### src/rtl/alu_share_ctrl.sv
// -----------------------------------------------------------------------------
// pico_pkg: shared pico ALU types (datapath width, operation and flag encodings)
// alu_share_ctrl: round-robin controller that time-shares one combinational
// pico ALU between R requesters.
//
// Ports (alu_share_ctrl):
//   clk_i, rst_i              clock, synchronous active-high reset
//   req_valid_i/req_ready_o   per-requester request handshake (ready one-hot)
//   req_op_i/req_a_i/req_b_i  per-requester operation and operands
//   resp_valid_o/resp_ready_i one-hot response handshake
//   resp_r_o/resp_flags_o     shared result and flags, held until accepted
//   alu_op_o/alu_a_o/alu_b_o  registered ALU inputs
//   alu_r_i/alu_flags_i       ALU result and flags
//   busy_o                    high whenever the controller is not idle
// -----------------------------------------------------------------------------
package pico_pkg;
  localparam int N = 8;

  typedef enum logic [3:0] {
    F_A   = 4'd0,
    F_B   = 4'd1,
    F_ADD = 4'd2,
    F_SUB = 4'd3,
    F_AND = 4'd4,
    F_OR  = 4'd5,
    F_XOR = 4'd6,
    F_MUL = 4'd7
  } funcALU;

  typedef struct packed {
    logic carry;
    logic overflow;
    logic zero;
    logic negative;
  } flagsALU;
endpackage

module alu_share_ctrl #(
  parameter int N = pico_pkg::N,
  parameter int R = 3
) (
  input  logic                     clk_i,
  input  logic                     rst_i,
  input  logic [R-1:0]             req_valid_i,
  output logic [R-1:0]             req_ready_o,
  input  pico_pkg::funcALU         req_op_i [R],
  input  logic [N-1:0]             req_a_i  [R],
  input  logic [N-1:0]             req_b_i  [R],
  output logic [R-1:0]             resp_valid_o,
  input  logic [R-1:0]             resp_ready_i,
  output logic [N-1:0]             resp_r_o,
  output pico_pkg::flagsALU        resp_flags_o,
  output pico_pkg::funcALU         alu_op_o,
  output logic [N-1:0]             alu_a_o,
  output logic [N-1:0]             alu_b_o,
  input  logic [N-1:0]             alu_r_i,
  input  pico_pkg::flagsALU        alu_flags_i,
  output logic                     busy_o
);

  localparam int IW = (R > 1) ? $clog2(R) : 1;

  typedef enum logic [1:0] {
    S_IDLE = 2'd0,
    S_EXEC = 2'd1,
    S_RESP = 2'd2
  } state_t;

  state_t            state_q, state_d;
  logic [IW-1:0]     ptr_q;
  logic [IW-1:0]     gnt_q;
  logic [IW-1:0]     gnt_s;
  logic              found_s;
  logic              transfer_s;
  pico_pkg::funcALU  op_q;
  logic [N-1:0]      a_q, b_q;
  logic [N-1:0]      r_q;
  pico_pkg::flagsALU flags_q;
  logic [R-1:0]      resp_valid_q;
  logic              busy_q;

  // Round-robin search: first valid requester starting at ptr, wrapping at R
  // (R need not be a power of two, so the wrap is an explicit subtract).
  always_comb begin
    found_s = 1'b0;
    gnt_s   = '0;
    for (int k = 0; k < R; k++) begin
      int            idx;
      logic [IW-1:0] cand;
      idx = int'(ptr_q) + k;
      if (idx >= R) begin
        idx = idx - R;
      end else begin
        idx = idx;
      end
      cand = IW'(idx);
      if (!found_s && req_valid_i[cand]) begin
        found_s = 1'b1;
        gnt_s   = cand;
      end else begin
        found_s = found_s;
      end
    end
  end

  // Next-state logic and the combinational request accept.
  always_comb begin
    state_d     = state_q;
    req_ready_o = '0;
    transfer_s  = 1'b0;
    case (state_q)
      S_IDLE: begin
        // Ready is held low while reset is asserted so nothing is accepted
        // on the edge that reset consumes.
        if (found_s && !rst_i) begin
          req_ready_o[gnt_s] = 1'b1;
          transfer_s         = 1'b1;
          state_d            = S_EXEC;
        end else begin
          state_d = S_IDLE;
        end
      end
      S_EXEC: begin
        state_d = S_RESP;
      end
      S_RESP: begin
        if (resp_ready_i[gnt_q]) begin
          state_d = S_IDLE;
        end else begin
          state_d = S_RESP;
        end
      end
      default: begin
        state_d = S_IDLE;
      end
    endcase
  end

  // State, arbitration pointer, operand capture, result capture.
  always_ff @(posedge clk_i) begin
    if (rst_i) begin
      state_q      <= S_IDLE;
      busy_q       <= 1'b0;
      ptr_q        <= '0;
      gnt_q        <= '0;
      op_q         <= pico_pkg::F_A;
      a_q          <= '0;
      b_q          <= '0;
      r_q          <= '0;
      flags_q      <= '0;
      resp_valid_q <= '0;
    end else begin
      state_q <= state_d;
      busy_q  <= (state_d != S_IDLE);
      if (transfer_s) begin
        gnt_q <= gnt_s;
        ptr_q <= (gnt_s == IW'(R - 1)) ? '0 : gnt_s + 1'b1;
        op_q  <= req_op_i[gnt_s];
        a_q   <= req_a_i[gnt_s];
        b_q   <= req_b_i[gnt_s];
      end
      // ALU is fed from a_q/b_q/op_q for the whole EXEC cycle.
      if (state_q == S_EXEC) begin
        r_q          <= alu_r_i;
        flags_q      <= alu_flags_i;
        resp_valid_q <= R'(1) << gnt_q;
      end else if ((state_q == S_RESP) && resp_ready_i[gnt_q]) begin
        resp_valid_q <= '0;
      end
    end
  end

  assign resp_valid_o = resp_valid_q;
  assign resp_r_o     = r_q;
  assign resp_flags_o = flags_q;
  assign alu_op_o     = op_q;
  assign alu_a_o      = a_q;
  assign alu_b_o      = b_q;
  assign busy_o       = busy_q;

endmodule

### config.mk
export PLATFORM = sky130hd
export DESIGN_NAME = alu_share_ctrl
export DESIGN_NICKNAME = d
export VERILOG_FILES = /design/src/rtl/alu_share_ctrl.sv
export SDC_FILE = /design/constraint.sdc
export NUM_CORES = 1
export LEC_CHECK = 0
export ABC_CLOCK_PERIOD_IN_PS = 2000
export CAP_MARGIN = 5
export CORE_AREA = 4 4 95 114
export CTS_CLUSTER_SIZE = 24
export DETAILED_ROUTE_END_ITERATION = 8
export DIE_AREA = 0 0 99 118
export SETUP_SLACK_MARGIN = 0.5
export SLEW_MARGIN = 20
export SYNTH_ARGS = -nofsm -noshare
export SYNTH_HDL_FRONTEND = slang
export SYNTH_SLANG_ARGS = --single-unit
### constraint.sdc
create_clock -name clk_i -period 2 [get_ports clk_i]
set_input_delay 0.3 -clock clk_i [delete_from_list [all_inputs] [get_ports clk_i]]
set_output_delay 0.3 -clock clk_i [all_outputs]
set_load 0.01 [all_outputs]
; ---- Yosys cells after proc, flatten, opt, wreduce, memory -nomap -nowiden
; Cells that the tools add are included.
[op_classes]
add_sub_neg = 6
n_mul = 0
div = 0
order_cmp = 10
n_eq_ne = 3
n_shift = 1
muxes = 38
bitwise_logic = 1
reduce_logical = 11
[op_table]
columns = op, n
row1 = 8-bit binary-select mux with 2-bit select, 2
row2 = 8-bit 2-to-1 mux, 4
row3 = 2-bit 2-to-1 mux, 8
row4 = 2-bit by 3-bit < comparator with 1-bit output (second input constant), 5
row5 = 3-bit 2-to-1 mux, 4
row6 = 1-bit 2-to-1 mux, 11
row7 = 1-bit binary-select mux with 2-bit select, 4
row8 = 4-bit binary-select mux with 2-bit select, 1
row9 = 4-bit 2-to-1 mux, 2
row10 = 3-bit by 2-bit greater-or-equal comparator with 1-bit output (second input constant), 2
row11 = 2-bit one-hot mux with 3 select lines, 1
row12 = 2-bit subtractor (second input constant), 3
row13 = 1-bit logical AND, 5
row14 = 2-bit equality test (second input constant), 2
row15 = 2-bit nonzero test, 2
row16 = 2-bit by 1-bit adder with 3-bit output (second input constant), 1
row17 = 2-bit by 2-bit adder with 3-bit output (second input constant), 1
row18 = 3-bit greater-or-equal comparator (second input constant), 1
row19 = 1-bit logical NOT, 3
row20 = 2-bit NOT with 3-bit output, 1
row21 = 1-bit by 2-bit left shift with 3-bit output (first input constant), 1
row22 = 2-bit by 1-bit adder with 2-bit output (second input constant), 1
row23 = 1-bit demux with 2-bit select, 1
row24 = 2-bit by 1-bit equality test with 1-bit output (second input constant), 1
row25 = other kinds (3), 3
[word_totals]
ff_bits = 42
latchBits = 0
ram_bits = 0
rom_bits = 0
inputBits = 80
output_inout_bits = 39
wordCells = 83
memories = 0

; ---- Longest topological paths before layout
[depth]
depth_word = 17
mapped_depth = 10

; ---- Worst setup path before layout
; No wires, ideal clock.
[synth_timing]
kind = register to output
start = register ptr_q[1]
end = output port req_ready_o[0]
t_arrival_ns = 1.851
setup_slack_ns = -0.151
path_stages_with_launch = 10
path_cell_list = dfxtp_1 > inv_1 > ha_1 > mux2i_1 > o21a_1 > buf_6 > a22o_4 > nor3_2 > buf_6 > and2_1
[synth_via]
elab_chain_cells = 17
elab_cells_between_ends = 35
classes_between = add/sub: 5 / order compare: 5 / mux: 19 / reduce/logical: 6
[synth_rtl]
columns = element, line_no
row1 = from (decl), 70  ; logic [IW-1:0] ptr_q;
row2 = from (signal assigned), 157  ; ptr_q <= (gnt_s == IW'(R - 1)) ? '0 : gnt_s + 1'b1;
row3 = branches (longest 15 deep; another with 2-bit by 1-bit adder with 3-bit output), n/a
row4 = 3-bit 2-to-1 mux *, 115  ; if (found_s && !rst_i) begin
row5 = 3-bit 2-to-1 mux *, 111  ; case (state_q)
row6 = to (decl), 45  ; output logic [R-1:0] req_ready_o,
; Mark *: on every way between the ends. The select of a mux whose other input is x is not followed.

; ---- Final worst setup path
[layout_timing]
start = register ptr_q[0]
end = output port req_ready_o[1]
; Same word-level chain as after synthesis.

==> summary by stage <==
Status
The flow ran to the end, but the final reports show violations. The final reports fail on setup timing.

STA
For the pin with the worst max-slew slack, the measured transition is between 300 and 400 ps. The worst max-slew margin expressed relative to the limit is between 70% and 80%. The final max-slew violation count was 0. Setup repair after global routing could not meet its margin everywhere. The highest attainable clock frequency is 414 MHz.

For the final routed database, the setup TNS stands at -4370 ps. Dividing the final minimum period by the clock period gives 121%. Between clock sinks in the finished design, the worst skew comes to between 3 and 4 ps. The number of hold-slack violations in the final timing report was 0. Subtracting the final worst setup slack from the clock period gives 2410 ps.

Across all setup checks in the final design, the least slack found is -413 ps. Setup violations remaining at the end of the flow were counted as 26.

Clock network
The root buffer cell chosen for the clock tree is clkbuf_16. The total clock buffers created by CTS is 5. The clock latency on the worst-skew pair is 280 ps. Counting every sink on the clock net gives between 40 and 50. The longest clock path from root to sink contains 2 buffers. The deepest level of the CTS H-tree is 2. After clock tree synthesis, the clock-pin slew on the worst setup and hold paths is about 70 ps. The CTS tree is built.

GRT
The routing layer with the top usage in global route is met2. The initial antenna violation count is 0. The wire length of the first global-routing pass is roughly 16000 um.

For this run, global-route usage on met2 was measured as 28.5%. Entering global routing, the biggest net connects 42 pins. After global routing the overflow that remains totals 0. The global routing met1 resource utilization is a little over 20%.

The global-route usage over all layers is between 10% and 20%. The number of global-route vias before repair was approximately 3200. Global routing consumed, on the met3 layer, roughly 4% of the routing resources.

Worst setup path
STA classifies the critical path startpoint as a flop. The largest single stage delay on the critical path is about 350 ps. The worst reg-to-reg setup slack is -190 ps. The slowest cell on the critical path is dfxtp_4.

The critical path capture point type is an output pin. At the worst endpoint, the required time is ~1700 ps. At the worst endpoint, the arrival time is 2110 ps. Counting stages on the worst path, the most repeated cell is buf_6. The largest fanout on the critical path is 4. The signal on the critical path passes through buf_6, ha_4, mux2i_2, o21a_2, a22o_4, or3_4, nor2_4, buf_6. By startpoint and endpoint, the worst setup path is classified as reg -> out.

Cells and area
After the last flow step, the layout net total stands at 573. The filler cell count in the final layout is 908. The layout-stage area growth over the synthesis result is 74.3%.

The filler-free cell count of the finished design is approximately 610. The proportion of layout cells with a drive suffix above 1 is a little over 20%. 0 antenna diodes ended up in the layout.

Die
The placement row count is 39. The die covers approximately 12000 um2. The core region is around 9600 um2.

Measured along the y axis, the die boundary spans ~120 um. Measured along the x axis, the die boundary spans between 90 and 100 um. The number of I/O pins is roughly 120. The initial utilization of the core area, before any placement, comes to 28.8%.

Synthesis
The top cell type's share of synthesized area is 30.4%. When the netlist entered floorplanning its net count stood at about 430. After synthesis, the most frequently instantiated cells are dfxtp_1 (42), nand2_1 (30), nor2b_1 (24), clkbuf_1 (22), o211ai_1 (22). Of all flip-flops after synthesis, the portion carrying an async set or reset was 0%. The distinct cell type count of the synthesized netlist is between 40 and 50. By area the synthesized netlist is led by dfxtp_1 (30%), a221o_1 (6.9%), o211ai_1 (6.0%), nor2b_1 (5.4%), and2_1 (4.8%). The synthesized design spends more area on one cell type than any other, namely dfxtp_1. The share of the Yosys chip area taken by registers is between 30% and 40%. dfxtp_1 is the most common cell in the netlist. The average footprint of a synthesized cell is 8.01 um2. Synthesis produced about 350 cells. Among all flip-flop cells after synthesis, the most frequent one is dfxtp_1. In this run, synthesis inferred 0 flip-flops with an integrated enable. Counting flops and latches in the post-synthesis netlist gives 42. The Yosys step of the flow raised 0 warnings. The combined area of all synthesized cells is about 2800 um2.

Route
The via total after detailed routing is between 3000 and 4000. The first detailed-routing pass took 4 iterations. Dividing the detail-routed wire length by the instance count gives between 15 and 20 um. Summed over all layers, the routed wires come to between 10000 and 15000 um. For this run, design rule violations remaining after detail routing come to 0. In this run the remaining antenna-violating nets after routing total 0. Using the TritonRoute via totals, the vias-per-cell ratio works out to around 5. The initial detailed-routing violation count is approximately 200.

Placed design
At the end of routability-driven placement, the weighted congestion stood at 0.871. The HPWL after detailed placement is 7010 um. Timing analysis after detailed placement gives a worst setup slack of -818 ps. In this run the tool buffered the top-level ports with approximately 120 buffer cells. The number of cells after detailed placement is 591.

Flow run
Across the run, the number of max-cap violations was 0.

Pwr
The total power draw is approximately 6.9 mW. The standby leakage power is ~2.1 nW. IR analysis of the VDD net gives a maximum drop of 0.554 mV. The power per unit of standard cell area is 1440 nW/um2.

Hold path
The worst min-delay path class is reg -> reg.
==> worst max-delay path, delay by kind of cell (launching register included) <==
kind	cells	cell delay [ps]
AO/OA/AOI/OAI	2	490
adder cells (fa/ha/maj)	1	160
buffers and inverters	2	230
flip-flops	1	350
multiplexers	1	150
AND/OR/NAND/NOR	2	440
==> cell families after synthesis <==
kind of cell,count (synthesis),synth area share [%]
DFF,42,30.4
adders and majority gates,4,1.81
muxes,4,1.45
AOI/OAI and AO/OA,95,25.7
and+or+nand+nor,161,33.5
buffers and inverters,39,7.15
==> power breakdown <==
part | switching, mW | internal (mW)
Clock | 0.358 | 0.468
Combinational | 2.25 | 2.53
Sequential | 0.184 | 1.16
==> cell usage in the layout, fill, tap and decap left out, types with 3 or more instances in the layout <==
cell type	n
and3_1	19
nand4_1	20
nor2_1	5
o211ai_1	22
clkbuf_16	6
buf_4	34
o21ai_2	3
nor2b_1	24
o21ai_0	19
buf_6	9
nand3_1	20
inv_2	3
clkdlybuf4s50_1	102
buf_12	6
a21oi_1	17
nand3b_1	4
and2_1	19
dfxtp_1	40
nand2_1	29
dlymetal6s2s_1	12
a221o_1	19
==> path summary, 6_finish.rpt <==
kind              startpoint               to  cells after the start
max reg2reg         ptr_q[0]         ptr_q[1]                     10
max                 ptr_q[0]   req_ready_o[1]                      8
min reg2reg  resp_valid_o[0]  resp_valid_o[0]                      2
min          resp_valid_o[0]  resp_valid_o[0]                      2
==> final cells by class <==
class / count / area, um2 / share of cell area [%]
Tap cell: 123 / 154 / 3.19
Clock inverter: 3 / 22.5 / 0.467
Multi-Input combinational cell: 264 / 1850 / 38.3
Clock buffer: 5 / 125 / 2.60
Inverter: 5 / 18.8 / 0.389
Sequential cell: 42 / 846 / 17.5
Timing Repair Buffer: 171 / 1810 / 37.5
==> stage by stage <==
stage	hold WS (ps)	area [um2]	util [%]
after floorplan	436	2840	-
after global placement	443	4330	45.1
after detailed placement	442	4330	45.1
after CTS	451	4700	48.9
after global routing	475	4820	50.1
final	450	4820	50.1
==> timing repair <==
| action | 4_1_cts | 5_1_grt |
|---|---|---|
| hold buffers | 0 | 0 |
| resized for setup | 40 | 22 |
| gates cloned | 4 | 1 |
| endpoints found under the hold margin | 0 | 0 |
| setup buffers | 4 | 5 |
| endpoints found under the setup margin | 29 | 41 |
| pin swaps | 12 | 12 |
==> state kept, by name (all words and copies together) (netlist names) <==
register	cells
ptr_q	2
busy_o	1
alu_b_o	8
resp_r_o	8
gnt_q	2
alu_op_o	4
alu_a_o	8
resp_flags_o	4
resp_valid_o	3
state_q	2
==> metal layers <==
| metal | up-vias | wire length (um) |
|---|---|---|
| li1 | 1567 | - |
| met1 | 1450 | 4210 |
| met2 | 127 | 4870 |
| met3 | 13 | 826 |
| met4 | 0 | 133 |
| met5 | - | 0 |
(Power assumes the default switching activity.)
